--- src/rtl/exc_commit_unit.sv ---
// exc_commit_unit
//   Writeback-stage exception arbiter and pipeline redirector.
//   Picks the single highest-priority exception (or ERET) carried by the
//   committing instruction, pulses it to CP0 one cycle later, flushes the
//   younger pipeline stages and offers the new fetch PC over a valid/ready
//   handshake until fetch accepts it.
//
//   Optional feature macro: EXC_INT_EN
//     defined   -> has_int is arbitrated as the highest-priority exception
//     undefined -> has_int is ignored, ExcCode 0x00 is never produced
//
// Ports
//   clk, reset         clock, asynchronous active-high reset
//   ws_*               committing instruction: valid, pc, delay-slot flag,
//                      exception flags, ERET, faulting data address
//   has_int, epc       CP0 pending interrupt and EPC
//   ws_allowin         writeback may commit this cycle
//   ex_*               exception report to CP0 (ex_ex is a 1-cycle pulse)
//   eret_flush         1-cycle ERET pulse to CP0
//   flush              kill all younger pipeline stages
//   redirect_valid/_pc/_ready  new fetch PC handshake with fetch stage

module exc_commit_unit (
  input  logic        clk,
  input  logic        reset,
  input  logic        ws_valid,
  input  logic [31:0] ws_pc,
  input  logic        ws_bd,
  input  logic        ws_fetch_adel,
  input  logic        ws_ri,
  input  logic        ws_ov,
  input  logic        ws_sys,
  input  logic        ws_bp,
  input  logic        ws_data_adel,
  input  logic        ws_data_ades,
  input  logic        ws_eret,
  input  logic [31:0] ws_badvaddr,
  input  logic        has_int,
  input  logic [31:0] epc,
  output logic        ws_allowin,
  output logic        ex_ex,
  output logic        ex_bd,
  output logic [31:0] ex_pc,
  output logic [4:0]  ex_excode,
  output logic [31:0] ex_badvaddr,
  output logic        eret_flush,
  output logic        flush,
  output logic        redirect_valid,
  output logic [31:0] redirect_pc,
  input  logic        redirect_ready
);

  localparam logic [31:0] EXC_VECTOR = 32'hBFC0_0380;

  typedef enum logic [0:0] {
    IDLE  = 1'b0,
    REDIR = 1'b1
  } state_t;

  state_t      state_r;
  state_t      state_next_s;
  logic        int_s;
  logic        commit_s;
  logic        exc_s;
  logic        eret_s;
  logic [4:0]  excode_s;
  logic [31:0] badvaddr_s;

`ifdef EXC_INT_EN
  assign int_s = has_int;
`else
  logic unused_has_int_s;
  assign unused_has_int_s = has_int;
  assign int_s = 1'b0;
`endif

  // Commits only happen in IDLE, so has_int and flags are ignored in REDIR.
  assign commit_s       = ws_valid & ws_allowin;
  assign ws_allowin     = (state_r == IDLE);
  assign flush          = (state_r == REDIR);
  assign redirect_valid = (state_r == REDIR);

  // Priority encoder over the exception sources, highest first.
  always_comb begin
    excode_s   = 5'h00;
    badvaddr_s = 32'h0000_0000;
    exc_s      = 1'b1;
    if (int_s) begin
      excode_s = 5'h00;
    end else if (ws_fetch_adel) begin
      excode_s   = 5'h04;
      badvaddr_s = ws_pc;
    end else if (ws_ri) begin
      excode_s = 5'h0a;
    end else if (ws_ov) begin
      excode_s = 5'h0c;
    end else if (ws_sys) begin
      excode_s = 5'h08;
    end else if (ws_bp) begin
      excode_s = 5'h09;
    end else if (ws_data_adel) begin
      excode_s   = 5'h04;
      badvaddr_s = ws_badvaddr;
    end else if (ws_data_ades) begin
      excode_s   = 5'h05;
      badvaddr_s = ws_badvaddr;
    end else begin
      exc_s = 1'b0;
    end
  end

  // Any exception on the same instruction suppresses the ERET.
  assign eret_s = ws_eret & ~exc_s;

  // Next-state logic: enter REDIR on an event, leave on handshake.
  always_comb begin
    state_next_s = state_r;
    case (state_r)
      IDLE: begin
        if (commit_s & (exc_s | eret_s)) begin
          state_next_s = REDIR;
        end else begin
          state_next_s = IDLE;
        end
      end
      REDIR: begin
        if (redirect_ready) begin
          state_next_s = IDLE;
        end else begin
          state_next_s = REDIR;
        end
      end
      default: state_next_s = IDLE;
    endcase
  end

  // State register.
  always_ff @(posedge clk or posedge reset) begin
    if (reset) begin
      state_r <= IDLE;
    end else begin
      state_r <= state_next_s;
    end
  end

  // CP0 pulses, captured exception report and redirect target.
  always_ff @(posedge clk or posedge reset) begin
    if (reset) begin
      ex_ex       <= 1'b0;
      eret_flush  <= 1'b0;
      ex_bd       <= 1'b0;
      ex_pc       <= 32'h0000_0000;
      ex_excode   <= 5'h00;
      ex_badvaddr <= 32'h0000_0000;
      redirect_pc <= 32'h0000_0000;
    end else begin
      ex_ex      <= commit_s & exc_s;
      eret_flush <= commit_s & eret_s;
      if (commit_s & exc_s) begin
        ex_bd       <= ws_bd;
        ex_pc       <= ws_pc;
        ex_excode   <= excode_s;
        ex_badvaddr <= badvaddr_s;
        redirect_pc <= EXC_VECTOR;
      end else if (commit_s & eret_s) begin
        redirect_pc <= epc;
      end
    end
  end

endmodule
--- config.mk ---
export PLATFORM = sky130hd
export DESIGN_NAME = exc_commit_unit
export DESIGN_NICKNAME = d
export VERILOG_FILES = /design/src/rtl/exc_commit_unit.sv
export SDC_FILE = /design/constraint.sdc
export NUM_CORES = 1
export LEC_CHECK = 0
export BUFFER_PORTS_ARGS = -buffer_cell sky130_fd_sc_hd__clkbuf_2
export CORE_AREA = 2 2 107 109
export DETAILED_ROUTE_END_ITERATION = 12
export DIE_AREA = 0 0 109 111
export PLACE_DENSITY_LB_ADDON = 0.08
export SLEW_MARGIN = 20
export SYNTH_ARGS = -nofsm -noshare
export SYNTH_HDL_FRONTEND = slang
export SYNTH_SLANG_ARGS = --single-unit
--- constraint.sdc ---
create_clock -name clk -period 4.5 [get_ports clk]
set_clock_uncertainty 0.1 [all_clocks]
set_input_delay 0.9 -clock clk [delete_from_list [all_inputs] [get_ports clk]]
set_output_delay 0.9 -clock clk [all_outputs]
set_load 0.03 [all_outputs]
# [Word level (Yosys, flattened, before mapping)]
# Index checks and enable logic that the tools add are counted.
[op_classes] n_addsub=0 multipliers=0 n_div=0 magnitude_cmp=0 n_eq_ne=0 n_shift=0 muxes=26 bitwise_logic=8 reduce_logical=1
[op_table] op="$mux W32" n=9
[op_table] op="$mux W4" n=3
[op_table] op="$mux W5" n=2
[op_table] op="$mux W1" n=9
[op_table] op="$mux W3" n=2
[op_table] op="$and A1 B1 Y1" n=5
[op_table] op="$not A1 Y1" n=2
[op_table] op="$pmux W1 S2" n=1
[op_table] op="$reduce_bool A2 Y1" n=1
[op_table] op="$or A1 B1 Y1" n=1
[totals] register_bits=105 latchBits=0 ramBits=0 romBits=0 in_bits=110 output_inout_bits=107 mem_count=0

# [Logic depth before layout (Yosys ltp)]
[depth] word_depth=13 depth_mapped=8 ltp_nobuf=5

# [Worst setup path after synthesis]
# OpenSTA, ideal clock, no wires.
[synth_timing] path_kind="input to register" from="input port ws_fetch_adel" to="register ex_pc[10]" setup_ns=0.117 arrival_ns=2.192 required_time_ns=4.283 path_slack_ns=2.091 cell_stages=8 path_buffers=3 cell_sequence="buf_2 > or4_4 > o31ai_4 > inv_2 > buf_6 > buf_6 > nand2_1 > nand2_1"
[synth_via] elab_chain_cells=2
[synth_rtl] item="start: declaration" line_no="29" text="input logic ws_fetch_adel,"
[synth_rtl] item="$mux W1" line_no="90" text="end else if (ws_fetch_adel) begin"
[synth_rtl] item="$and A1 B1 Y1" line_no="159" text="if (commit_s & exc_s) begin"
[synth_rtl] item="end signal: assignment" line_no="161" text="ex_pc <= ws_pc;"
[synth_rtl] item="end: declaration" line_no="43" text="output logic [31:0] ex_pc,"
# Every way passes these cells.
# A chain may end at the register's enable or synchronous reset.

# [Worst setup path after layout]
[layout_timing] from="input port ws_ri" to="register state_r, in the netlist flush"
[layout_via] elab_chain_cells=8
[layout_rtl] item="start: declaration" line_no="30" text="input logic ws_ri,"
[layout_rtl] item="$mux W1 (*)" line_no="93" text="end else if (ws_ri) begin"
[layout_rtl] item="$mux W1 (*)" line_no="90"
[layout_rtl] item="$not A1 Y1" line_no="113" text="assign eret_s = ws_eret & ~exc_s;"
[layout_rtl] item="$and A1 B1 Y1" line_no="113"
[layout_rtl] item="$or A1 B1 Y1 (*)" line_no="120" text="if (commit_s & (exc_s | eret_s)) begin"
[layout_rtl] item="$and A1 B1 Y1 (*)" line_no="120"
[layout_rtl] item="$mux W1 (*)" line_no="120"
[layout_rtl] item="$pmux W1 S2 (*)" line_no="118" text="case (state_r)"
[layout_rtl] item="named net state_next_s" line_no="61" text="state_t state_next_s;"
[layout_rtl] item="end signal: assignment" line_no="142" text="state_r <= state_next_s;"
[layout_rtl] item="end: declaration" line_no="60" text="state_t state_r;"
# The timed path passes the listed nets; every way through them passes the cells marked *.

==> results.json <==
{
  "grt_pass1_vias": 3948,
  "outcome": "complete, no violations",
  "drt-vias-per-instance": 4.90,
  "startpoint_type": "input port",
  "max_freq_mhz": 371,
  "htree_levels": 3,
  "cts_hold_buf": 0,
  "clock_sinks": 104,
  "critPathKind": "input port to flop",
  "grt_max_degree": 64,
  "finish.utilization": 0.512,
  "post_cts.repair.setup_buffers": 0,
  "syn_area_per_cell_um2": 10.0,
  "synthArstFlopShare": 1.00,
  "area_growth_pct": 32.9,
  "worstPathArrival_ns": 2.76,
  "routedWlPerCell_um": 16.0,
  "period_share": 0.599,
  "wl_met3_um": 1150,
  "core_um2": 11100,
  "synth_nets": 536,
  "ir_drop_v": 0.000236,
  "rows": 39,
  "place_inst": 760,
  "ys.flop_type": "dfrtp_1",
  "cts-root-buf": "clkbuf_16",
  "drt-pass1-iter-count": 4,
  "startpoint": "ws_ri",
  "worstSetupEndpointType": "flop",
  "syn_inst": 426,
  "fin_cells": 777,
  "fin_crit_ns": 2.69,
  "wl_met2_um": 5840,
  "wl_um": 12400,
  "grt_first_pass_wirelength_um": 19900,
  "slew_violations": 0,
  "vias": 3808,
  "wl_met1_um": 5360,
  "io_buffers": 214,
  "design.die.area_um2": 12100,
  "fill_cells": 1071,
  "synth-seq-cells": 104,
  "reg2reg_depth": 6,
  "first_iter_violations": 226,
  "clkSlewWorstSetupHoldPaths_ns": 0.07,
  "ys_warn_count": 0,
  "tightest_slew_ns": 1.06,
  "endpoint": "flush",
  "gp_congestion": 0.770,
  "cts_buffers": 9,
  "synth-edff-count": 0,
  "ys_seq_area_frac": 0.609,
  "final_nets": 738,
  "p_leak_nw": 2.95,
  "highest_layer": "met4",
  "r2r-end": "ex_badvaddr[7]",
  "drc": 0,
  "hold_class": "flop to flop",
  "finalHoldViolCount": 0,
  "cts_tree": "built",
  "regToRegSetupSlack_ns": 2.18,
  "drive_gt1_frac": 0.392,
  "syn-cell-area_um2": 4270,
  "path_max_fanout": 21,
  "cts_buffer_depth": 2,
  "cap_violations": 0,
  "die-width_um": 109,
  "fp.dieH_um": 111,
  "setup_viol": 0,
  "synth_cell_types": 29,
  "cts_repair_resize_count": 0,
  "track_usage": 0.210,
  "start_util": 0.386,
  "fin_setup_tns_ns": 0,
  "io_pins": 217,
  "max_slew_margin": 0.288,
  "power-per-cell-area_nw_per_um2": 465,
  "required_ns": 4.56,
  "postRouteAntennaNets": 0,
  "rsz0062_at_grt": "false",
  "worst_r2r_startpoint": "flush",
  "grt_remaining_overflow": 0,
  "clk_latency_ns": 0.33,
  "grt_antenna_before_repair": 1,
  "dp.final_hpwl_um": 8670
}
-- power breakdown --
part	internal (W)	switching (W)
logic	0.000208	0.000540
registers	0.00107	0.0000751
clock network	0.000392	0.000351
total	0.00167	0.000966
-- how the worst min path moves through the flow --
stage / startpoint / end / slack (ns) / depth (start not counted)
floorplan: ex_pc[0] / ex_pc[0] / 0.55 / 2
global placement: ex_pc[19] / ex_pc[19] / 0.36 / 2
detailed placement: ex_pc[31] / ex_pc[31] / 0.36 / 2
CTS: ex_pc[31] / ex_pc[31] / 0.38 / 2
global route: ex_pc[31] / ex_pc[31] / 0.40 / 2
finish: ex_pc[21] / ex_pc[21] / 0.37 / 2
-- logic make-up (layout without fill, tap and decap cells) --
kind of cell	Yosys count	count (layout)	share of synthesized area
buffers and inverters	36	243	0.0510
other	1	2	0.000878
and+or+nand+nor	148	148	0.138
DFF	104	104	0.609
AOI/OAI and AO/OA	137	137	0.201
-- Yosys cell counts, types with 3 or more instances --
master      n  area (um^2)
nor2_1     34          128
inv_1       3         11.3
dfrtp_1   104         2600
o21ai_0    34          170
buf_6       7         78.8
clkbuf_1   15         56.3
buf_4       7         52.6
buf_2       3         15.0
a22o_1     20          175
nand2_1   105          394
o22a_1     12          105
a21oi_1    65          325
-- through the flow --
| stage | hold WS [ns] | cell area, um^2 | worst slack [ns] | total power (W) |
|---|---|---|---|---|
| finish | 0.374 | 5680 | 1.81 | 0.00264 |
| global route | 0.398 | 5670 | 1.66 | 0.00278 |
| CTS | 0.379 | 5670 | 1.80 | 0.00267 |
| detailed placement | 0.361 | 5390 | 1.41 | 0.00192 |
| global placement | 0.360 | 5390 | 1.44 | 0.00191 |
| floorplan | 0.546 | 4270 | 0.768 | 0.00166 |
-- placed cells by master (no fill, tap or decap) --
| master | count |
|---|---|
| clkinv_2 | 1 |
| nand4_1 | 1 |
| nor2_1 | 33 |
| inv_4 | 1 |
| nor2b_1 | 1 |
| inv_2 | 1 |
| o311ai_0 | 1 |
| clkbuf_8 | 1 |
| inv_6 | 1 |
| o31ai_1 | 1 |
| and4_1 | 1 |
| clkbuf_2 | 214 |
| o22a_1 | 12 |
| or4_4 | 1 |
| o31ai_4 | 1 |
| nor2_2 | 1 |
| a31oi_1 | 1 |
| dfrtp_1 | 104 |
| o221a_2 | 1 |
| a21oi_1 | 65 |
| nor4_1 | 1 |
| nor3_1 | 1 |
| o21ai_0 | 34 |
| clkbuf_16 | 9 |
| nand2_1 | 105 |
| o41ai_4 | 1 |
| buf_4 | 9 |
| inv_1 | 2 |
| nor2_4 | 1 |
| conb_1 | 1 |
| or2_2 | 1 |
| diode_2 | 1 |
| nand2b_1 | 1 |
| clkinvlp_4 | 4 |
| a22o_1 | 20 |
-- registers in the layout, summed over array words and instances, names as in the netlist --
name         flops
flush            1
ex_excode        4
ex_ex            1
ex_bd            1
ex_badvaddr     32
ex_pc           32
redirect_pc     32
eret_flush       1
-- critical path: stages --
cell	delay, ns
clkbuf_2	0.10
or4_4	0.60
o41ai_4	0.95
o21ai_0	0.20
-- layout make-up --
| type | instances | area (um^2) | area share |
|---|---|---|---|
| diodes | 1 | 2.50 | 0.000441 |
| clock inverters | 6 | 43.8 | 0.00771 |
| flip-flops and latches | 104 | 2600 | 0.458 |
| well taps | 143 | 179 | 0.0315 |
| inverters | 4 | 17.5 | 0.00309 |
| multi-input cells | 286 | 1450 | 0.256 |
| repair buffers | 223 | 1140 | 0.201 |
| clock buffers | 10 | 239 | 0.0421 |
-- per-layer routing --
layer | GRT usage | up-vias
li1 | - | 1850
met3 | 0.0717 | 8
met4 | 0.0530 | 0
met2 | 0.339 | 139
met1 | 0.269 | 1811
met5 | 0 | -
No activity file was read; power rests on OpenSTA's default activity.
